$ cat config.mk
export PLATFORM = sky130hd
export DESIGN_NAME = sys_cmd_decoder
export DESIGN_NICKNAME = d
export VERILOG_FILES = /design/src/rtl/sys_cmd_pkg.sv /design/src/rtl/sys_cmd_frame_timer.sv /design/src/rtl/sys_cmd_decoder.sv
export SDC_FILE = /design/constraint.sdc
export NUM_CORES = 1
export LEC_CHECK = 0
export CAP_MARGIN = 10
export CORE_MARGIN = 8
export CORE_UTILIZATION = 38
export CTS_CLUSTER_DIAMETER = 150
export CTS_CLUSTER_SIZE = 40
export DETAILED_ROUTE_END_ITERATION = 10
export SLEW_MARGIN = 10
export SYNTH_ARGS = -nofsm -noshare
export SYNTH_HDL_FRONTEND = slang
export SYNTH_SLANG_ARGS = --single-unit
$ cat constraint.sdc
create_clock -name clk -period 1.7 [get_ports clk]
set_input_delay 0.34 -clock clk [delete_from_list [all_inputs] [get_ports clk]]
set_output_delay 0.34 -clock clk [all_outputs]
set_load 0.03 [all_outputs]
$ cat src/rtl/sys_cmd_pkg.sv
// Shared definitions for the UART command decoder.
// Holds the opcode bytes, the fixed operand register addresses and the frame FSM state type.
// Imported by sys_cmd_decoder; no ports.
package sys_cmd_pkg;

  localparam logic [7:0] CMD_RF_WR   = 8'hAA;
  localparam logic [7:0] CMD_RF_RD   = 8'hBB;
  localparam logic [7:0] CMD_ALU_OP  = 8'hCC;
  localparam logic [7:0] CMD_ALU_NOP = 8'hDD;

  // Register-file slots that receive the ALU operands.
  localparam int OPA_ADDR = 0;
  localparam int OPB_ADDR = 1;

  typedef enum logic [2:0] {
    ST_IDLE,
    ST_WR_ADDR,
    ST_WR_DATA,
    ST_RD_ADDR,
    ST_OPA,
    ST_OPB,
    ST_ALU_FUN
  } state_t;

endpackage

$ cat src/rtl/sys_cmd_frame_timer.sv
// Inter-byte timer: counts idle cycles inside a frame and flags when the budget is spent.
// Ports: clk/rst (sync, active-low), clear restarts at 0, count_en advances,
// expire is high while the count sits at TIMEOUT_CYCLES-1 (the count saturates there).
module sys_cmd_frame_timer #(
  parameter int TIMEOUT_CYCLES = 1024
) (
  input  logic clk,
  input  logic rst,
  input  logic clear,
  input  logic count_en,
  output logic expire
);

  localparam int CW = $clog2(TIMEOUT_CYCLES);
  localparam logic [CW-1:0] LAST = CW'(TIMEOUT_CYCLES - 1);

  logic [CW-1:0] count;

  assign expire = (count == LAST);

  always_ff @(posedge clk) begin
    if (!rst || clear) begin
      count <= '0;
    end else if (count_en && !expire) begin
      count <= count + 1'b1;
    end
  end

endmodule

$ cat src/rtl/sys_cmd_decoder.sv
// Receive half of the system controller: parses UART command frames into
// register-file write/read requests and ALU starts, aborting malformed or stalled frames.
// Ports: clk/rst (sync, active-low); rx_data/rx_valid byte stream in; rf_addr, rf_wr_data,
// rf_wr_en, rf_rd_en, alu_fun, alu_en, frame_busy, cmd_err out, all registered.
module sys_cmd_decoder
  import sys_cmd_pkg::*;
#(
  parameter int DATA_WIDTH     = 8,
  parameter int ADDR_WIDTH     = 4,
  parameter int TIMEOUT_CYCLES = 1024
) (
  input  logic                  clk,
  input  logic                  rst,
  input  logic [DATA_WIDTH-1:0] rx_data,
  input  logic                  rx_valid,
  output logic [ADDR_WIDTH-1:0] rf_addr,
  output logic [DATA_WIDTH-1:0] rf_wr_data,
  output logic                  rf_wr_en,
  output logic                  rf_rd_en,
  output logic [3:0]            alu_fun,
  output logic                  alu_en,
  output logic                  frame_busy,
  output logic                  cmd_err
);

  state_t                state;
  logic [ADDR_WIDTH-1:0] addr_q;
  logic                  in_frame;
  logic                  expire;
  logic                  timeout;
  logic                  addr_ok;
  logic                  fun_ok;

  assign in_frame = (state != ST_IDLE);
  // A byte arriving in the expiry cycle takes priority over the timeout.
  assign timeout  = in_frame && expire && !rx_valid;
  assign addr_ok  = ((rx_data >> ADDR_WIDTH) == '0);
  assign fun_ok   = (rx_data[DATA_WIDTH-1:4] == '0);

  sys_cmd_frame_timer #(
    .TIMEOUT_CYCLES(TIMEOUT_CYCLES)
  ) u_timer (
    .clk      (clk),
    .rst      (rst),
    .clear    (rx_valid || !in_frame),
    .count_en (in_frame),
    .expire   (expire)
  );

  always_ff @(posedge clk) begin
    if (!rst) begin
      state      <= ST_IDLE;
      addr_q     <= '0;
      rf_addr    <= '0;
      rf_wr_data <= '0;
      rf_wr_en   <= 1'b0;
      rf_rd_en   <= 1'b0;
      alu_fun    <= '0;
      alu_en     <= 1'b0;
      frame_busy <= 1'b0;
      cmd_err    <= 1'b0;
    end else begin
      // Strobes are single-cycle; at most one is set on any given edge.
      rf_wr_en <= 1'b0;
      rf_rd_en <= 1'b0;
      alu_en   <= 1'b0;
      cmd_err  <= 1'b0;

      if (timeout) begin
        state      <= ST_IDLE;
        frame_busy <= 1'b0;
        cmd_err    <= 1'b1;
      end else if (rx_valid) begin
        case (state)
          ST_IDLE: begin
            frame_busy <= 1'b1;
            case (rx_data)
              CMD_RF_WR:   state <= ST_WR_ADDR;
              CMD_RF_RD:   state <= ST_RD_ADDR;
              CMD_ALU_OP:  state <= ST_OPA;
              CMD_ALU_NOP: state <= ST_ALU_FUN;
              default: begin
                frame_busy <= 1'b0;
                cmd_err    <= 1'b1;
              end
            endcase
          end
          // The address is held privately so rf_addr only moves with a strobe.
          ST_WR_ADDR: begin
            if (addr_ok) begin
              addr_q <= rx_data[ADDR_WIDTH-1:0];
              state  <= ST_WR_DATA;
            end else begin
              state      <= ST_IDLE;
              frame_busy <= 1'b0;
              cmd_err    <= 1'b1;
            end
          end
          ST_WR_DATA: begin
            rf_addr    <= addr_q;
            rf_wr_data <= rx_data;
            rf_wr_en   <= 1'b1;
            state      <= ST_IDLE;
            frame_busy <= 1'b0;
          end
          ST_RD_ADDR: begin
            if (addr_ok) begin
              rf_addr  <= rx_data[ADDR_WIDTH-1:0];
              rf_rd_en <= 1'b1;
            end else begin
              cmd_err  <= 1'b1;
            end
            state      <= ST_IDLE;
            frame_busy <= 1'b0;
          end
          ST_OPA: begin
            rf_addr    <= ADDR_WIDTH'(OPA_ADDR);
            rf_wr_data <= rx_data;
            rf_wr_en   <= 1'b1;
            state      <= ST_OPB;
          end
          ST_OPB: begin
            rf_addr    <= ADDR_WIDTH'(OPB_ADDR);
            rf_wr_data <= rx_data;
            rf_wr_en   <= 1'b1;
            state      <= ST_ALU_FUN;
          end
          ST_ALU_FUN: begin
            if (fun_ok) begin
              alu_fun <= rx_data[3:0];
              alu_en  <= 1'b1;
            end else begin
              cmd_err <= 1'b1;
            end
            state      <= ST_IDLE;
            frame_busy <= 1'b0;
          end
          default: begin
            state      <= ST_IDLE;
            frame_busy <= 1'b0;
          end
        endcase
      end
    end
  end

endmodule

==> impl_results.md <==
* Status: complete, no violations
* Total GRT Usage at 13.65%
* Crit-path max FO at 2
* Most common cell after layout, fill and taps aside: buf_4
* Slew HR at 65.78%
* Router iterations before antenna repair at 4
* Buf/Inv on CP at 1
* Core area at 4629 um2
* Largest net degree at the start of global routing at 22
* Fill count at 451
* Critical Setup Path Class: register to output port
* Fin. Hold Viols at 0
* Critical-path top delay cell: clkdlybuf4s50_1
* Std-Cell Rows at 25
* Number of remaining DRC errors at 0
* Max-cap viol count at 0
* EDFF count, synth at 0
* Die H at 84.40 um
* Clk Latency, worst-skew pair at 0.29 ns
* NumNets Final at 275
* Most used DFF post-synth: dfxtp_1
* RR Endpoint: rf_addr[0]$_SDFFE_PN0P_
* Die width at 84.40 um
* Synth warn at 0
* Via count at 1,680
* CP max stage delay at 0.68 ns
* RSZ-0062 raised after global routing: no
* Routed WL per cell at 14.72 um
* Clk_skew at 0.007290 ns
* Antenna violations before repair at 0
* Main combinational cell family by area after synthesis: simple AND/OR/NAND/NOR gates
* I/O pins at 32
* TritonCTS clock tree: yes
* CP delay by family, top: buffers and inverters
* Yosys cell types at 43
* WP data arrival at 1.31 ns
* Slew Limit Fails at 0
* Slew @ Worst Pin at 0.5094 ns
* Vias in the first global route at 1,666
* R2r setup slk at 0.14 ns
* Hold EP: rf_wr_data[7]$_SDFFE_PN0P_
* Area of the die at 7123 um2
* Final core occ at 54.51%
* Worst r2r src: state[2]$_SDFFE_PP0P_
* CP endpoint kind: output port
* Hold path cells at 4
* Peak VDD IR at 395.8 uV
* Synth top area share at 42.79%
* Pwr Density at 646.6 nW/um2
* Post-Syn Area at 1778 um2
* Fmax at 606.7 MHz
* DP HPWL at 3482 um
* Worst hold path type: primary input to register
* Antenna viol nets, final at 0
* P&R area growth vs syn at 41.94%
* CTS buffer count at 5
* Final Setup Violations at 0
* Top post-synthesis cells by area: dfxtp_1 (43%), mux2i_1 (10%), nor2_1 (5.3%)
* Final Wtd Congestion at 0.7921
* Period utilization at 96.96%
* Synth Area in Compound Gates at 15.48%
* Final wirelength at 4653 um
* Minimum clock period at 1.648 ns
* Seq/Total Area, Yosys at 42.79%
* Longest Clk Path Bufs at 2
* R2R depth at 5
* CTS sink cnt at 38
* Post-Synth XOR/XNOR Area at 1.478%
* Mux cell area share after synthesis at 10.13%
* Most frequent cells in the layout: buf_4 (39), dfxtp_1 (38), nor2_1 (25)
* DRT iter0 DRCs at 87
* Post-synthesis adder-cell area fraction at 0.7037%
* Synth Net Count at 205
* Place WS at -0.4921 ns
* Layout cells sized above 1 at 20.99%
* Vias per cell at 5.316
* Mapped Avg Cell Area at 9.212 um2
* Root Driver: clkbuf_8
* Clock slew at reported path FFs at 0.07 ns
* CP startpoint kind: register
* Seq cells post-synth at 38
* Yosys top cell by area: dfxtp_1
* Leak pwr at 1.068 nW
* Hold Crit Start: rx_data[7]
* Final worst slack at 0.05162 ns
* Port bufs at 31
* FFs w/ async S/R, synth at 0%
* Crit-path cells: clkdlybuf4s50_1
* H-Tree Depth at 2
* Syn Inst Count at 193
* Critical path required time at 1.36 ns
* Total global routing overflow at 0
* N_diodes at 0
* Simple-gate share of the synthesized area at 26.53%
* Global-route wire length before repair at 7886 um
* Initial Utilization at 38.41%
==> through the flow <==
stage / instance area (um2) / cells / power [mW] / hold WS, ns / setup TNS (ns)
after global routing: 2524 / 316 / 1.696 / 0.4938 / 0
after global placement: 2421 / 309 / 1.044 / 0.4553 / -5.490
after detailed placement: 2421 / 309 / 1.042 / 0.4716 / -5.870
final: 2524 / 316 / 1.632 / 0.4776 / 0
after CTS: 2511 / 315 / 1.654 / 0.4835 / 0
after floorplan: 1778 / 193 / 0.9510 / 0.4690 / 0
==> repair_timing <==
action,in CTS,in global routing
hold buffers,0,0
setup buffers,0,1
pin swaps,2,4
setup endpoints to repair,10,7
resized for setup,6,6
==> state kept, by name, indices dropped and copies added (netlist names) <==
name,flops
frame_busy,1
rf_rd_en,1
u_timer.count,10
rf_wr_data,8
alu_fun,4
cmd_err,1
alu_en,1
state,3
addr_q,4
rf_wr_en,1
rf_addr,4
==> routing by layer <==
layer / part of all wire, % / wire (um) / global-route usage [%] / vias to the layer above
met3: 5.1 / 236 / 4.780 / 5
met1: 50 / 2334 / 17.69 / 774
met2: 43 / 2019 / 19.63 / 31
li1: - / - / - / 870
met4: 1.3 / 62 / 6.311 / 0
met5: 0 / 0 / 0 / -
==> power breakdown <==
| part | total [mW] | switching (mW) | leakage, nW | internal (mW) |
|---|---|---|---|---|
| Combinational | 0.127 | 0.0625 | 0.719 | 0.0648 |
| Clock | 0.611 | 0.298 | 0.0431 | 0.313 |
| Sequential | 0.894 | 0.00120 | 0.306 | 0.893 |
| Total | 1.63 | 0.362 | 1.07 | 1.27 |
==> how the worst max path moves through the flow <==
| stage | start | end | slack (ns) | cells after the start |
|---|---|---|---|---|
| floorplan | rx_data[4] | alu_fun[0]$_SDFFE_PN0P_ | 0.009 | 4 |
| global placement | rx_data[4] | rf_addr[3]$_SDFFE_PN0P_ | -0.46 | 6 |
| detailed placement | rx_data[4] | rf_addr[3]$_SDFFE_PN0P_ | -0.49 | 6 |
| CTS | rx_data[6] | alu_fun[3]$_SDFFE_PN0P_ | 0.02 | 6 |
| global route | alu_fun[3]$_SDFFE_PN0P_ | alu_fun[3] | 0.0007 | 1 |
| finish | rf_wr_data[7]$_SDFFE_PN0P_ | rf_wr_data[7] | 0.05 | 1 |
==> layout make-up <==
class | count | area, um2 | area share [%]
clock buffers | 6 | 82.58 | 3.272
inverters | 3 | 11.26 | 0.4462
multi-input cells | 144 | 978.4 | 38.77
flip-flops and latches | 38 | 760.7 | 30.14
well taps | 54 | 67.56 | 2.677
repair buffers | 71 | 623.1 | 24.69
==> logic make-up (layout without fill, tap and decap cells) <==
| group | after synthesis | count (layout) |
|---|---|---|
| DFF | 38 | 38 |
| AOI/OAI and AO/OA | 39 | 39 |
| muxes | 18 | 18 |
| and+or+nand+nor | 83 | 83 |
| xor gates and xnor gates | 3 | 3 |
| buffers and inverters | 11 | 80 |
| adders and majority gates | 1 | 1 |
==> Yosys cell counts (3+ instances only) <==
master and count:
dfxtp_1 38, nor2_1 25, mux2i_1 18, nand2_1 9, a21oi_1 8, nor2b_1 8, nor3_1 8, nand3_1 7
o21ai_0 7, a221oi_1 5, clkbuf_1 5, o31ai_1 4, or3_1 4, a22o_1 3, and3_1 3, inv_1 3
nand4_1 3
(Power assumes the default switching activity.)
